File: config.mk
export PLATFORM = sky130hd
export DESIGN_NAME = fetch_unit
export DESIGN_NICKNAME = d
export VERILOG_FILES = /design/src/rtl/fetch_unit.sv
export SDC_FILE = /design/constraint.sdc
export NUM_CORES = 1
export LEC_CHECK = 0
export ABC_AREA = 1
export CAP_MARGIN = 20
export CORE_MARGIN = 2
export CORE_UTILIZATION = 45
export DETAILED_ROUTE_END_ITERATION = 6
export DONT_BUFFER_PORTS = 1
export GPL_TIMING_DRIVEN = 0
export REMOVE_ABC_BUFFERS = 1
export SLEW_MARGIN = 30
export SYNTH_ARGS = -nofsm -noshare
export SYNTH_HDL_FRONTEND = slang
export SYNTH_SLANG_ARGS = --single-unit
export TNS_END_PERCENT = 20
File: constraint.sdc
create_clock -name clk -period 1.4 [get_ports clk]
set_input_delay 0.14 -clock clk [delete_from_list [all_inputs] [get_ports clk]]
set_output_delay 0.14 -clock clk [all_outputs]
set_load 0.01 [all_outputs]
File: src/rtl/fetch_unit.sv
// fetch_unit: instruction-fetch stage in front of a combinational instruction
// memory. Owns the word-index PC, captures the returned word into a registered
// valid/ready output stage, and handles stalls, redirects with flush, and EBREAK halt.
//
// Optional build macro FETCH_PERF_CNT_EN adds fetch_count / stall_count outputs.
//
// state | meaning
// ------+-------------------------------------------------------------
// START | first cycle after reset release; imem_addr settles, no capture
// FETCH | capturing imem_data into the output register whenever it is free
// HALT  | EBREAK captured; pc frozen, no further capture until redirect
module fetch_unit #(
   parameter int              ADDR_W     = 6,
   parameter int              MEM_DEPTH  = 48,
   parameter logic [ADDR_W-1:0] RESET_PC = '0,
   parameter logic [31:0]     HALT_INSTR = 32'h00100073
) (
   input  logic              clk,
   input  logic              rst,
   output logic [ADDR_W-1:0] imem_addr,
   input  logic [31:0]       imem_data,
   input  logic              redirect_valid,
   input  logic [ADDR_W-1:0] redirect_target,
   output logic              if_valid,
   input  logic              if_ready,
   output logic [31:0]       if_instr,
   output logic [ADDR_W-1:0] if_pc,
   output logic              halted
`ifdef FETCH_PERF_CNT_EN
   ,
   output logic [31:0]       fetch_count,
   output logic [31:0]       stall_count
`endif
);

   typedef enum logic [1:0] {
      ST_START = 2'd0,
      ST_FETCH = 2'd1,
      ST_HALT  = 2'd2
   } state_t;

   state_t            state_q, state_d;
   logic [ADDR_W-1:0] pc_q, pc_d;
   logic              if_valid_q, if_valid_d;
   logic [31:0]       if_instr_q, if_instr_d;
   logic [ADDR_W-1:0] if_pc_q, if_pc_d;

   logic              xfer;
   logic              out_free;
   logic [ADDR_W-1:0] redir_pc;
   logic [ADDR_W-1:0] seq_pc;

   // Handshake decode, clamped redirect destination and wrapping sequential PC
   always_comb begin
      xfer     = if_valid_q & if_ready;
      out_free = ~if_valid_q | if_ready;
      // Out-of-range targets land on word 0 rather than reading past memory.
      redir_pc = (32'(redirect_target) >= 32'(MEM_DEPTH)) ? '0 : redirect_target;
      seq_pc   = (pc_q == ADDR_W'(MEM_DEPTH - 1)) ? '0 : pc_q + 1'b1;
   end

   // Next-state, PC and output-register update; redirect outranks everything
   always_comb begin
      state_d    = state_q;
      pc_d       = pc_q;
      if_valid_d = if_valid_q;
      if_instr_d = if_instr_q;
      if_pc_d    = if_pc_q;
      unique case (state_q)
         ST_START: begin
            // A redirect here only steers the PC; START always proceeds.
            state_d = ST_FETCH;
            if (redirect_valid) pc_d = redir_pc;
         end
         ST_FETCH: begin
            if (redirect_valid) begin
               pc_d       = redir_pc;
               if_valid_d = 1'b0;
            end else if (out_free) begin
               if_instr_d = imem_data;
               if_pc_d    = pc_q;
               if_valid_d = 1'b1;
               if (imem_data == HALT_INSTR) state_d = ST_HALT;
               else                         pc_d    = seq_pc;
            end
         end
         ST_HALT: begin
            if (redirect_valid) begin
               pc_d       = redir_pc;
               if_valid_d = 1'b0;
               state_d    = ST_FETCH;
            end else if (xfer) begin
               if_valid_d = 1'b0;
            end
         end
         default: begin
            state_d    = ST_START;
            pc_d       = RESET_PC;
            if_valid_d = 1'b0;
         end
      endcase
   end

   // State and datapath registers
   always_ff @(posedge clk or posedge rst) begin
      if (rst) begin
         state_q    <= ST_START;
         pc_q       <= RESET_PC;
         if_valid_q <= 1'b0;
         if_instr_q <= '0;
         if_pc_q    <= '0;
      end else begin
         state_q    <= state_d;
         pc_q       <= pc_d;
         if_valid_q <= if_valid_d;
         if_instr_q <= if_instr_d;
         if_pc_q    <= if_pc_d;
      end
   end

   assign imem_addr = pc_q;
   assign if_valid  = if_valid_q;
   assign if_instr  = if_instr_q;
   assign if_pc     = if_pc_q;
   assign halted    = (state_q == ST_HALT);

`ifdef FETCH_PERF_CNT_EN
   logic [31:0] fetch_count_q, fetch_count_d;
   logic [31:0] stall_count_q, stall_count_d;

   // Performance counters: transfers and stalled-presentation cycles
   always_comb begin
      fetch_count_d = fetch_count_q;
      stall_count_d = stall_count_q;
      if (xfer)                     fetch_count_d = fetch_count_q + 32'd1;
      if (if_valid_q && !if_ready)  stall_count_d = stall_count_q + 32'd1;
   end

   // Counter registers, untouched by redirect
   always_ff @(posedge clk or posedge rst) begin
      if (rst) begin
         fetch_count_q <= '0;
         stall_count_q <= '0;
      end else begin
         fetch_count_q <= fetch_count_d;
         stall_count_q <= stall_count_d;
      end
   end

   assign fetch_count = fetch_count_q;
   assign stall_count = stall_count_q;
`endif

endmodule

* After elaboration in Yosys (flattened, before gate mapping)
Index checks and enable logic that the tools add are counted.
Word-level totals: output and inout bits 46, flip-flop bits (word level) 47, input bits 42
Cells by class: bitwise operators 5, reduce and logical (&&, ||, !) cells 6, magnitude comparators 1, equality and inequality tests 12, $add $sub $neg 1, muxes and demuxes 17
Operators with widths (number):
- 2-to-1 mux 6 bit | 6
- == test 32 x 21 -> 1 bit (second input constant) | 1
- one-hot mux 6 bit (2 select lines) | 1
- AND reduction 3 bit | 3
- 2-to-1 mux 2 bit | 4
- inequality test 2 bit (second input constant) | 4
- adder 6 x 1 -> 6 bit (second input constant) | 1
- == test 6 bit (second input constant) | 1
- greater-or-equal comparator 6 bit (second input constant) | 1
- inequality test 3 bit (second input constant) | 2
- one-hot mux 2 bit (3 select lines) | 1
- 2-to-1 mux 1 bit | 4
- AND reduction 4 bit | 1
- inequality test 3 x 2 -> 1 bit (second input constant) | 1
- inverter 1 bit | 3
- one-hot mux 1 bit (3 select lines) | 1
- == test 2 x 1 -> 1 bit (second input constant) | 1
- == test 2 bit (second input constant) | 1
- zero test 2 bit | 1
- inequality test 2 x 1 -> 1 bit (second input constant) | 1
- OR reduction 2 bit | 1
- bitwise AND 1 bit | 1
- OR 1 bit | 1

* Longest topological paths before layout
word-level depth 6, mapped depth 9, depth with buffers taken out 9

* Worst setup path after synthesis
Ideal clock, no wire load.
kind register to register, start register pc_q[0] (netlist: imem_addr[0]), end register pc_q[5] (netlist: imem_addr[5]), stages on the path, launching flop included 9, period minus slack after synthesis 1.352 ns, setup slack 0.048 ns, arrival time 1.286 ns, cell sequence dfrtp_1 ha_1 nand3_1 nor2_1 nor2_1 nand3_1 nand2_1 nand3_1 nand2_1
Between the ends: word-level cells in the longest chain between the ends 6, elaborated cells on any way between the ends 7
RTL lines:
- start, declared | RTL line 43 | logic [ADDR_W-1:0] pc_q, pc_d;
- start signal, assigned | RTL line 114 | pc_q <= pc_d;
- adder 6 x 1 -> 6 bit or == test 6 bit (tied branches) | RTL line 59 | seq_pc = (pc_q == ADDR_W'(MEM_DEPTH - 1)) ? '0 : pc_q + 1'b1;
- 2-to-1 mux 6 bit * | RTL line 59
- 2-to-1 mux 6 bit * | RTL line 83 | if (imem_data == HALT_INSTR) state_d = ST_HALT;
- 2-to-1 mux 6 bit * | RTL line 79 | end else if (out_free) begin
- 2-to-1 mux 6 bit * | RTL line 76 | if (redirect_valid) begin
- one-hot mux 6 bit (2 select lines) * | RTL line 69 | unique case (state_q)
Every way passes the cells marked *; elsewhere a longest branch is shown, timed or not. The select of a mux whose other input is x is not followed. A chain may end at the register's enable or synchronous reset.

* Worst setup path after layout
start register state_q[0], end register if_instr_q[27] (netlist: if_instr[27])
Between the ends: word-level cells in the longest chain between the ends 2
RTL lines:
- start, declared | RTL line 42 | state_t state_q, state_d;
- start signal, assigned | RTL line 113 | state_q <= state_d;
- == test 2 x 1 -> 1 bit | RTL line 69
- AND reduction 3 bit (no source line)
- end signal, assigned | RTL line 116 | if_instr_q <= if_instr_d;
- end, declared | RTL line 45 | logic [31:0] if_instr_q, if_instr_d;
Every way passes these cells.

==> run summary <==
Cell Pwr Density - 1120 nW/um2
Arr. time, crit path - 1.56 ns
ys async rst share - 1.00
clock root buffer - clkbuf_8
Syn Inst Count - 286
Final Max Tran Viols - 0
pin count of the biggest net entering global routing - 69
switching power total - 0.932 mW
CTS buffer count - 5
Initial DRC Count - 82
synth-to-layout area growth - 20.7%
status - complete, no violations
ranking of synthesized cells by area - dfrtp_1 (53%), nand2_1 (18%), inv_1 (5.9%)
vias in the first global route - 1681
CTS clk-pin slew, worst paths - 0.08 ns
Setup crit end kind - flop
Rows - 25
antenna violations before repair - 0
Vias/cell - 4.92
unrepaired setup endpoints after global routing - true
Seq pwr share - 0.597
DP Worst Slack - -0.696 ns
gr ovfl total - 0
Worst Tran Pin Value - 0.567 ns
maximum root-to-sink buffer count - 2
count leader, synth - nand2_1
Total GRT Usage - 0.192
#FFs+latches synth - 47
ANT cells - 0
Ys Warns - 0
clock skew - 0.00373 ns
Pwr Total - 2.99 mW
CTS tree - yes
post-synth top area share - 0.529
Gate power share - 0.155
Final ANT Viol Nets - 0
synthesized area per cell - 7.77 um2
Max Freq - 723 MHz
Initial Utilization - 0.468
core area - 4750 um2
RR Startpoint - state_q[0]
Final Hold Violating Endpoints - 0
num ports - 88
worst hold path startpoint - imem_data[13]
Seq/Total Area, Yosys - 0.529
setup ws final - 0.0161 ns
sw frac - 0.311
WL/cell - 14.5 um
Layout fillers - 476
Vias - 1841
Slew headroom - 0.622
# nets final - 351
first-pass GRT wire length - 8000 um
path type of the worst setup path - flop to flop
Hold Path Class - primary input to flop
post-route DRC violation count - 0
layout cell share with drive strength beyond 1 - 0.124
CP startpoint - state_q[0]
P_leak - 1.30 nW
largest area contributor in the netlist - dfrtp_1
Final min period - 1.38 ns
Cell variety after synth - 22
Tcrit/Tclk final - 0.988
Die Ht - 74.3 um
Core Util, Final - 0.564
Worst EP required - 1.58 ns
Die Span X - 74.3 um
Clock Power Share - 0.248
most frequent cells after synthesis - nand2_1 (105), dfrtp_1 (47), inv_1 (35), nand3_1 (22), o21ai_0 (21)
Die Area - 5520 um2
Crit Path Max Fanout - 34
Post-synth EDFFs - 0
Max Cap Viol - 0
drt pass-1 iters - 4
Cell Area, Synth - 2220 um2
ys flop type - dfrtp_1
clk sinks - 47
Final HPWL DP - 3420 um
worst-skew pair later-pin latency - 0.29 ns
placer congestion estimate - 0.868
Worst VDD drop - 0.000618 V
placed cell area - 2250 um2
I/O Buffers - 0
Max H-tree Level - 2
Int Pwr - 2.06 mW
type of origin of the critical path - flop
Finish-stage setup viols - 0
fin area - 2680 um2
final WL - 5420 um
==> cells in the final DEF, fill, tap and decap left out, types with 2 or more instances in the layout <==
master	n
dfrtp_1	42
buf_4	2
dfrtp_2	5
nand3_1	20
nand2_1	103
buf_12	2
nand2_4	2
a21oi_1	2
inv_1	33
o21ai_0	19
dlygate4sd3_1	16
inv_2	2
o21ai_1	16
nor2_1	12
clkbuf_8	5
nor2_4	5
nor2_2	4
==> critical path, stage by stage, from the launching register on <==
cell	delay [ns]
dfrtp_2	0.42
inv_2	0.07
nor2_4	0.13
nand2_4	0.09
nor2_4	0.11
buf_12	0.14
buf_12	0.12
inv_16	0.06
nand2_1	0.05
o21ai_0	0.07
==> power by group through the flow <==
| stage | combinational (mW) | sequential (mW) | clock (mW) |
|---|---|---|---|
| global route | 0.543 | 1.81 | 0.831 |
| global placement | 0.344 | 1.80 | 0 |
| CTS | 0.407 | 1.78 | 0.764 |
| finish | 0.465 | 1.79 | 0.743 |
| floorplan | 0.288 | 1.75 | 0 |
| detailed placement | 0.355 | 1.80 | 0 |
==> final timing paths <==
check / end / slack (ns) / depth (start not counted)
worst max register to register: if_instr[27] / 0.02 / 9
worst min register to register: if_pc[1] / 0.55 / 2
worst max-delay path: if_instr[27] / 0.02 / 9
max in group asynchronous: imem_addr[2] / 0.59 / 2
worst min-delay path: if_instr[13] / 0.006 / 2
min in group asynchronous: if_instr[22] / 0.40 / 2
==> kinds of logic (layout without fill, tap and decap cells) <==
| group | Yosys count | after routing | synth area share |
|---|---|---|---|
| xor+xnor | 2 | 2 | 0.00788 |
| fa+ha+maj | 1 | 1 | 0.00563 |
| buf+inv | 45 | 66 | 0.0878 |
| compound gates | 40 | 40 | 0.0951 |
| simple gates | 151 | 151 | 0.275 |
| flops | 47 | 47 | 0.529 |
==> metal layers <==
metal  vias to the layer above  wire (um)  track usage
met5                         -          0            0
met4                         0         46       0.0675
met3                         4        376       0.0583
met2                        68       2590        0.304
met1                       832       2410        0.254
li1                        937          -            -
==> metrics by stage <==
stage | hold slack (ns) | instances | TNS [ns]
2_1_floorplan | 0.257 | 278 | -8.54
3_3_place_gp | 0.260 | 345 | -43.83
3_5_place_dp | 0.122 | 345 | -24.42
4_1_cts | 0.000357 | 369 | -0.00784
5_1_grt | 0.00289 | 374 | -0.920
6_report | 0.00611 | 374 | 0
==> state kept, by name (all words and copies together) (netlist names) <==
signal and count:
if_valid 1, if_instr 32, imem_addr 6, if_pc 6
state_q 2
==> final cells by class <==
| type | count | area [um2] | share of cell area |
|---|---|---|---|
| flip-flops and latches | 47 | 1180 | 0.441 |
| well taps | 67 | 83.8 | 0.0312 |
| clock buffers | 6 | 72.6 | 0.0270 |
| repair buffers | 21 | 219 | 0.0816 |
| inverters | 37 | 154 | 0.0573 |
| multi-input cells | 194 | 943 | 0.352 |
| repair inverters | 2 | 28.8 | 0.0107 |
==> timing repair <==
item | 4_1_cts | 5_1_grt
endpoints found under the setup margin | 44 | 46
endpoints found under the hold margin | 62 | 0
setup buffers | 2 | 3
resized for setup | 9 | 29
pin swaps | 1 | 10
gates cloned | 0 | 2
hold buffers | 16 | 0
Power figures use the tool's default switching activity.
